[src/rtl/branch_pred_tracker.sv]
// branch_pred_tracker
//
// Pipeline-side companion to a GShare predictor. Fetched branches look up the
// predictor combinationally and are queued in order ({pc, predicted}) in a
// small circular FIFO. When execute resolves the oldest branch, the entry is
// popped and one cycle later a training update is driven to the predictor.
// If the outcome disagrees with the prediction, a registered mispredict pulse
// is raised and the whole queue is flushed.
//
// Handshakes:
//   fetch:   a branch is accepted on a rising edge when fetch_valid=1 and
//            fetch_stall=0 (fetch_stall is the "not ready" of this port and is
//            based only on the registered count, so a same-cycle pop never
//            frees space). An accepted push is still dropped if the same edge
//            flushes on a mispredict.
//   resolve: resolve_valid always refers to the oldest in-flight branch and
//            is never back-pressured; with an empty queue it is ignored and
//            latches resolve_err.
//
// Ports:
//   clk, reset                      clock, synchronous active-high reset
//   fetch_valid, fetch_pc           branch fetch request
//   fetch_taken, fetch_stall        predicted direction, queue-full stall
//   resolve_valid, resolve_taken    execute-stage outcome for the oldest entry
//   predictPC, predict, prediction  lookup port of the predictor
//   updatePC, update, reality       registered training port of the predictor
//   mispredict                      registered one-cycle flush pulse
//   occupancy                       registered queue count
//   resolve_err                     sticky resolve-while-empty flag
//   pred_count, miss_count          saturating statistics
//
// Queue state (EMPTY / PARTIAL / FULL) is fully described by occupancy.

module branch_pred_tracker #(
  parameter int DEPTH = 4,
  parameter int PTR_W = 2
) (
  input  logic             clk,
  input  logic             reset,
  input  logic             fetch_valid,
  input  logic [15:0]      fetch_pc,
  output logic             fetch_taken,
  output logic             fetch_stall,
  input  logic             resolve_valid,
  input  logic             resolve_taken,
  output logic [15:0]      predictPC,
  output logic             predict,
  input  logic             prediction,
  output logic [15:0]      updatePC,
  output logic             update,
  output logic             reality,
  output logic             mispredict,
  output logic [PTR_W:0]   occupancy,
  output logic             resolve_err,
  output logic [15:0]      pred_count,
  output logic [15:0]      miss_count
);

  localparam logic [PTR_W:0] DEPTH_CNT = (PTR_W+1)'(DEPTH);

  logic [15:0]      pc_mem_q   [DEPTH];
  logic [DEPTH-1:0] pred_mem_q;
  logic [PTR_W-1:0] head_q, tail_q;
  logic [PTR_W:0]   count_q;

  logic [15:0] update_pc_q;
  logic        update_q, reality_q, mispredict_q, resolve_err_q;
  logic [15:0] pred_count_q, miss_count_q;

  logic push, pop, miss;

  // Stall is evaluated on the registered count only.
  assign fetch_stall = (count_q == DEPTH_CNT);
  assign push        = fetch_valid & ~fetch_stall;
  assign pop         = resolve_valid & (count_q != '0);
  assign miss        = pop & (pred_mem_q[head_q] != resolve_taken);

  assign predictPC   = fetch_pc;
  assign predict     = push;
  assign fetch_taken = prediction;

  assign updatePC    = update_pc_q;
  assign update      = update_q;
  assign reality     = reality_q;
  assign mispredict  = mispredict_q;
  assign occupancy   = count_q;
  assign resolve_err = resolve_err_q;
  assign pred_count  = pred_count_q;
  assign miss_count  = miss_count_q;

  always_ff @(posedge clk) begin
    if (reset) begin
      head_q        <= '0;
      tail_q        <= '0;
      count_q       <= '0;
      update_pc_q   <= '0;
      update_q      <= 1'b0;
      reality_q     <= 1'b0;
      mispredict_q  <= 1'b0;
      resolve_err_q <= 1'b0;
      pred_count_q  <= '0;
      miss_count_q  <= '0;
    end else begin
      update_q     <= pop;
      mispredict_q <= miss;
      if (pop) begin
        update_pc_q <= pc_mem_q[head_q];
        reality_q   <= resolve_taken;
      end
      if (resolve_valid && (count_q == '0)) begin
        resolve_err_q <= 1'b1;
      end

      if (miss) begin
        // Everything younger than the mispredicted branch is wrong-path,
        // including a push in this same cycle.
        head_q  <= '0;
        tail_q  <= '0;
        count_q <= '0;
        if (miss_count_q != 16'hFFFF) begin
          miss_count_q <= miss_count_q + 16'd1;
        end
      end else begin
        if (push) begin
          pc_mem_q[tail_q]   <= fetch_pc;
          pred_mem_q[tail_q] <= prediction;
          tail_q             <= tail_q + PTR_W'(1);
          if (pred_count_q != 16'hFFFF) begin
            pred_count_q <= pred_count_q + 16'd1;
          end
        end
        if (pop) begin
          head_q <= head_q + PTR_W'(1);
        end
        case ({push, pop})
          2'b10:   count_q <= count_q + (PTR_W+1)'(1);
          2'b01:   count_q <= count_q - (PTR_W+1)'(1);
          default: count_q <= count_q;
        endcase
      end
    end
  end

endmodule

[config.mk]
export PLATFORM = sky130hd
export DESIGN_NAME = branch_pred_tracker
export DESIGN_NICKNAME = d
export VERILOG_FILES = /design/src/rtl/branch_pred_tracker.sv
export SDC_FILE = /design/constraint.sdc
export NUM_CORES = 1
export LEC_CHECK = 0
export ABC_CLOCK_PERIOD_IN_PS = 2300
export CAP_MARGIN = 20
export CORE_AREA = 2 2 106 108
export CTS_CLUSTER_SIZE = 24
export DETAILED_ROUTE_END_ITERATION = 10
export DIE_AREA = 0 0 108 110
export DONT_BUFFER_PORTS = 1
export GPL_TIMING_DRIVEN = 0
export PLACE_DENSITY = 0.67
export SLEW_MARGIN = 0
export SYNTH_ARGS = -nofsm -noshare
export SYNTH_HDL_FRONTEND = slang
export SYNTH_SLANG_ARGS = --single-unit
[constraint.sdc]
create_clock -name clk -period 2.3 [get_ports clk]
set_input_delay 0.46 -clock clk [delete_from_list [all_inputs] [get_ports clk]]
set_output_delay 0.46 -clock clk [all_outputs]
set_load 0.01 [all_outputs]
# Word-level counts from Yosys, hierarchy flattened
# Memories as Yosys holds them, arrays and structs flattened. A register that Yosys moved wholly into a read port is not among the register bits.
# Cells that the tools add are included.
# classes
n_reduce_logical	9
addsub	6
n_lt_le_gt_ge	3
n_bitwise	6
mux	10
n_eq_ne	6
# op_table
operator	count
adder 16 x 1 -> 16 bit (second input constant)	2
!= test 16 bit (second input constant)	2
less-than comparator 2 x 3 -> 1 bit (second input constant)	2
two-way mux 1 bit	6
one-hot mux 3 bit (2 select lines)	1
AND reduction 3 bit	2
adder 2 x 1 -> 2 bit (second input constant)	2
bitwise mux 4 bit	1
adder 3 x 1 -> 3 bit (second input constant)	1
AND 1 bit	3
== test 3 bit (second input constant)	1
logical NOT 3 bit	1
inverter 1 bit	3
nonzero test 3 bit	1
subtractor 3 x 1 -> 3 bit (second input constant)	1
binary-select mux 1 bit (select 2 bit)	1
demux 1 bit (select 2 bit)	1
== test 2 x 1 -> 1 bit (second input constant)	1
== test 2 bit (second input constant)	1
>= comparator 2 x 1 -> 1 bit (second input constant)	1
logical AND 1 bit	2
AND reduction 2 bit	1
nonzero test 2 bit	1
OR reduction 2 bit	1
!= test 1 bit	1
# totals
word_cells	51
ram_bits	64
input_bits	22
register_bits	47
n_memories	1
# memory_table
memory	words	width	rd	rd_clocked_by_memory_dff	write_ports	line_no	rtl
pc_mem_q	4	16	1	1	1	61	logic [15:0] pc_mem_q [DEPTH];

# Longest topological paths before layout
# logic_depth
word_depth	7
mapped_depth	11
ltp_nobuf	10

# Worst setup path after synthesis
# Ideal clock, no wire load.
# synth_path
kind	reg-to-reg
startpoint	reg head_q[0]
endpoint	mem pc_mem_q[0][0], enable pin
path_buffers	1
arrival_ns	2.063
required_ns	1.926
path_slack_ns	-0.136
stages_incl_launch_ff	7
cell_sequence	dfxtp_1 buf_6 mux4_2 xnor2_1 nor2_1 nor2_1 and3_1
# synth_between
elab_chain_len	7
# synth_rtl
item	line_no	rtl
from (decl)	63	logic [PTR_W-1:0] head_q, tail_q;
from (signal assigned)	133	head_q <= head_q + PTR_W'(1);
binary-select mux 1 bit (select 2 bit)	76	assign miss = pop & (pred_mem_q[head_q] != resolve_taken);
two-way mux 1 bit (not written as such)	76	
!= test 1 bit	76	
AND 1 bit	76	
two-way mux 1 bit	114	if (miss) begin
two-way mux 1 bit	92	if (reset) begin
two-way mux 1 bit (not written as such)	125	pc_mem_q[tail_q] <= fetch_pc;
to (decl)	61	
# Every way passes these cells. The select of a mux whose other input is x is not followed.

# Worst setup path in the final report
# layout_path
startpoint	reg pred_mem_q[3]
endpoint	reg pred_count_q[11], in the netlist pred_count[11]
# layout_between
elab_chain_len	6
# layout_rtl
item	line_no	rtl
from (decl)	62	logic [DEPTH-1:0] pred_mem_q;
from (signal, indexed assignment)	126	pred_mem_q[tail_q] <= prediction;
binary-select mux 1 bit (select 2 bit)	76	
two-way mux 1 bit (not written as such)	76	
!= test 1 bit	76	
AND 1 bit	76	
inverter 1 bit (no source line)	-	
AND reduction 3 bit (no source line)	-	
to (signal assigned)	129	pred_count_q <= pred_count_q + 16'd1;
to (decl)	68	logic [15:0] pred_count_q, miss_count_q;
# Every way passes these cells. The select of a mux whose other input is x is not followed.
# A chain may end at the register's enable or synchronous reset.

==> results.json <==
{
  "die_x_um": 108,
  "relSlewSlack": 0.566,
  "detailed_place.area_sq_um": 5450,
  "syn_avg_cell_area_sq_um": 12.2,
  "synth_nets": 462,
  "syn_area_sq_um": 5270,
  "start_kind": "register",
  "dieHeight_um": 110,
  "ys_warn_count": 0,
  "nNetsFinal": 499,
  "ys_seq_elements": 127,
  "start_util": 0.493,
  "violations": "negative setup slack",
  "diodes": 0,
  "wl_per_cell_um": 18.6,
  "grt_pass1_wl_um": 18100,
  "cts_hold_repair.buffers": 0,
  "track_usage": 0.206,
  "routed_via_density": 5.64,
  "dieArea_sq_um": 11900,
  "final_common_cell": "edfxtp_1",
  "cts.clk_slew.worst_paths_ps": 60,
  "io_pins": 96,
  "rsz0062_at_grt": "true",
  "root_buffer": "clkbuf_8",
  "cp_cell_sequence": "mux4_2 -> xor2_4 -> a2111o_1 -> or3_1 -> a21oi_2",
  "slew_violations": 0,
  "grt_max_degree": 17,
  "drc_errors": 0,
  "drive_above_1_share": 0.245,
  "crit_buf_inv": 0,
  "portBuffers": 0,
  "grt.overflow.total": 0,
  "synth.distinct_cells": 42,
  "cp_slowest_stage_delay_ps": 600,
  "wirelength_um": 11600,
  "p_leak_nw": 2.17,
  "fmax_mhz": 430,
  "antenna_found_initial": 0,
  "cp_max_fo": 7,
  "max_cap_violations": 0,
  "drtPass1Iterations": 4,
  "coreArea_sq_um": 10700,
  "worst_pin_slew_ps": 651,
  "worstPathRequired_ps": 2740,
  "status": "complete, but fails checks",
  "setup_tns_ps": -24.4,
  "p_per_area_nw_per_um2": 1080,
  "ant_nets": 0,
  "period_needed_ps": 2320,
  "cp_top_family": "compound AO/OA/AOI/OAI gates",
  "gp_congestion": 0.808,
  "tritoncts": "yes",
  "drt_iter0_markers": 249,
  "irDropWorstVdd_mv": 0.929,
  "path_class": "reg2reg",
  "fin_crit_sh": 1.01,
  "final_cell_mix": "edfxtp_1, dfxtp_1, nand2_1",
  "hold_viol_final": 0,
  "synth_cells": 432,
  "worstPathArrival_ps": 2770,
  "area_growth_pct": 21.5,
  "skew_ps": 12.0,
  "insertion_delay_ps": 520,
  "post-dp-hpwl_um": 7150,
  "htreeDepth": 4,
  "post-route-cell-area_sq_um": 6410,
  "vias": 3510,
  "setup_viol": 1,
  "seq_area_frac_synth": 0.611,
  "final_util": 0.599,
  "design_power_total_mw": 6.95,
  "clock_path_buffers": 2,
  "hp-class": "in2reg",
  "std_cell_rows": 38,
  "grt_pass1_vias": 3458,
  "cts_buffers": 17,
  "finalWorstSetupSlack_ps": -24.4,
  "slowest_stage": "mux4_2",
  "cts_num_sinks": 127,
  "crit_path_end_kind": "register"
}
-- per-layer routing --
metal	up-vias	part of all wire	GRT usage
met4	0	0.0041	0.0540
met3	6	0.085	0.0941
met5	-	0	0
met1	1741	0.40	0.238
li1	1650	-	-
met2	113	0.51	0.349
-- metrics by stage --
step           cells  setup WS, ps  hold WS [ps]
2_1_floorplan    432          38.8           469
3_3_place_gp     572          -507           489
3_5_place_dp     572          -544           497
4_1_cts          621          7.45          14.9
5_1_grt          622          -126         0.591
6_report         622         -24.4          37.9
-- kinds of logic after synthesis --
group / after synthesis / share of synthesized area
flops: 127 / 0.611
buf+inv: 44 / 0.0465
mux: 20 / 0.0823
fa+ha+maj: 8 / 0.0204
simple gates: 159 / 0.149
compound gates: 51 / 0.0524
xor+xnor: 23 / 0.0382
-- final cells by class --
class	count	area [sq um]
fill	846	4290
buffer	33	216
clock buffer	18	418
clock inverter	14	158
inverter	9	33.8
sequential	127	3240
tap	140	175
timing repair buffer	18	194
multi-input combinational	263	1980
-- synthesized netlist by cell type --
cell,instances,area (sq um)
nor4b_1,1,8.76
mux4_1,5,131
nand2b_1,2,12.5
a211o_1,1,8.76
and2_1,1,6.26
nor2b_1,2,12.5
o41ai_1,1,8.76
or2b_1,1,7.51
or4_1,2,15.0
xor2_1,6,52.6
xnor2_1,17,149
buf_1,1,3.75
nor2_1,32,120
a21oi_1,34,170
buf_6,2,22.5
ha_1,7,87.6
mux4_2,12,270
mux2i_1,1,10.0
a211oi_1,1,7.51
mux2_2,2,22.5
and3_1,11,68.8
clkbuf_1,14,52.6
nor4_1,3,18.8
nor3b_1,1,7.51
buf_2,1,5.00
nor3_1,12,60.1
or3_1,10,62.6
inv_1,8,30.0
fa_1,1,20.0
inv_2,1,3.75
and4b_1,1,10.0
nand2_1,51,191
or3b_2,1,8.76
dfxtp_1,59,1180
a2111o_1,1,11.3
o21ai_0,11,55.1
buf_4,17,128
nand4_1,15,93.8
o31ai_1,2,15.0
nand3_1,9,45.0
edfxtp_1,68,2040
and4_1,4,35.0
-- power breakdown --
group          internal, mW  switching (mW)  total (mW)
clock                  1.56            1.01        2.56
combinational         0.696           0.806        1.50
sequential             2.65           0.226        2.88
-- registers in the layout (all words and copies together) (netlist names), 2 cells and up --
signal	flops
pc_mem_q	64
occupancy	3
miss_count	16
pred_count	16
tail_q	2
pred_mem_q	4
head_q	2
updatePC	16
-- path summary, 6_finish.rpt --
| check | slack [ps] | to | cells after the start | start |
|---|---|---|---|---|
| worst max-delay path | -20 | pred_count[11] | 5 | pred_mem_q[3] |
| worst min-delay path | 40 | pc_mem_q[3][1] | 0 | fetch_pc[1] |
| worst max register to register | -20 | pred_count[11] | 5 | pred_mem_q[3] |
| worst min register to register | 500 | updatePC[4] | 2 | updatePC[4] |
-- what timing repair did --
action                     4_1_cts  5_1_grt
cloned                           2        1
pin swaps                        8       19
hold endpoints to repair         0        0
resized for setup               23       30
setup buffers                   15        2
setup endpoints to repair      104       66
No activity file was read; power rests on OpenSTA's default activity.
==> variant (config.mk and constraints unchanged) <==
`DEPTH`: 4 -> 8.
--- a/src/rtl/branch_pred_tracker.sv
+++ b/src/rtl/branch_pred_tracker.sv
@@ -33,5 +33,5 @@
 
 module branch_pred_tracker #(
-  parameter int DEPTH = 4,
+  parameter int DEPTH = 8,
   parameter int PTR_W = 2
 ) (
Function: changed (a bounded check fails within 4 cycles, from zero or initial values and one cycle with reset high).
==> variant against the original RTL <==
  * Wire length is 2.5% higher
  * Synthesized area is 5.5% higher
  * Hold slack worse by 0.0020 ns
  * Setup slack better by 0.12 ns
  * Sequential cell count stayed put
  * Via count is 4.1% higher
  * Cell area is 3.3% higher
Power is not compared: it rests on default switching activity, and its combinational part moved more than twofold at a synthesized area within 25%.
==> variant: results <==
routing:
  routedWlPerCell_um: 18.5
  drt_iter0_markers: 211
  wl_met1_um: 4930
  dr.pass1.iters: 6
  num_vias: 3654
  dr_wl_met3_um: 921
  dr_wl_met2_um: 5900
synthesis:
  syn_area_per_cell_um2: 12.2
  synthArstFlopShare: 0
  synth_cell_types: 47
  synth_common_cells: "edfxtp_1, dfxtp_1, nand2_1, a21oi_1, nor2_1"
  ys.flop_type: "edfxtp_1"
  synth-seq-area-share: 0.580
setup_path:
  slowest_stage: "dfxtp_4"
  reg2reg_from: "head_q[1]"
  crit_fanout: 12
  rrSetupSlack_ns: 0.11
  reg2reg_depth: 8
  endpoint: "predict"
  timing.rr.end: "pc_mem_q[1][15]"
placed_design:
  post-place-ws_ns: -0.557
  dp_hpwl_um: 7690
  dp.cells: 597
  finalWeightedCongestion: 0.802
  place_area_um2: 5740
power_and_ir_drop:
  power.leakage_nw: 2.19
  peakVddDrop_v: 0.000590
cts:
  htree_levels: 4
layout:
  drive_above_1_share: 0.240
  fillerInstances: 850
  nets: 518
  fin_cells: 641
  top_register: "pc_mem_q"
global_routing:
  grtUsageMet1: 0.240
  grt.total_usage: 0.211
  grt_first_pass_wirelength_um: 18800
  grtUsageMet3: 0.0741
  use_met2: 0.369
sta:
  tightestPinTransition_ns: 0.620
  finalCritPeriodShare: 0.957
  setup_viol: 0
  fin_worst_skew_ns: 0.00955
run_status:
  status: "completed"
-- variant: final cells by class --
type	count	area, um2	area share
buffer	36	262	0.0395
timing repair buffer	11	120	0.0182
tap	140	175	0.0265
inverter	12	47.5	0.00718
clock inverter	13	171	0.0259
sequential	127	3230	0.489
clock buffer	19	422	0.0637
multi-input combinational	283	2190	0.330
-- variant: worst reg2reg max path: cells and delay by family, from the launching register on --
family	cells	cell delay, ns
mux	2	0.65
flops	1	0.34
buf+inv	3	0.47
simple gates	3	0.49
-- variant: how the worst min path moves through the flow --
stage | startpoint | endpoint | cells past startpoint | slack, ns
floorplan | reality | reality | 2 | 0.48
global placement | updatePC[12] | updatePC[12] | 2 | 0.49
detailed placement | updatePC[12] | updatePC[12] | 2 | 0.50
CTS | fetch_pc[7] | pc_mem_q[3][7] | 0 | 0.02
global route | fetch_pc[4] | pc_mem_q[0][4] | 0 | 0.01
finish | fetch_pc[7] | pc_mem_q[3][7] | 0 | 0.04
-- variant: power breakdown --
group	internal, mW	switching, mW	total (mW)
Combinational	0.268	0.338	0.606
Clock	1.74	0.941	2.68
Sequential	2.46	0.0747	2.54
Total	4.47	1.35	5.82
-- variant: cell families after synthesis --
family,after synthesis,synth area share
buf+inv,50,0.0526
simple gates,175,0.169
compound gates,53,0.0571
flops,127,0.580
xor+xnor,7,0.0110
mux,37,0.111
fa+ha+maj,8,0.0193
-- variant: repair_timing --
| item | 4_1_cts | 5_1_grt |
|---|---|---|
| cloned | 2 | 1 |
| resized for setup | 26 | 14 |
| setup endpoints to repair | 78 | 46 |
| buffers inserted | 4 | 7 |
| pin swaps | 3 | 6 |
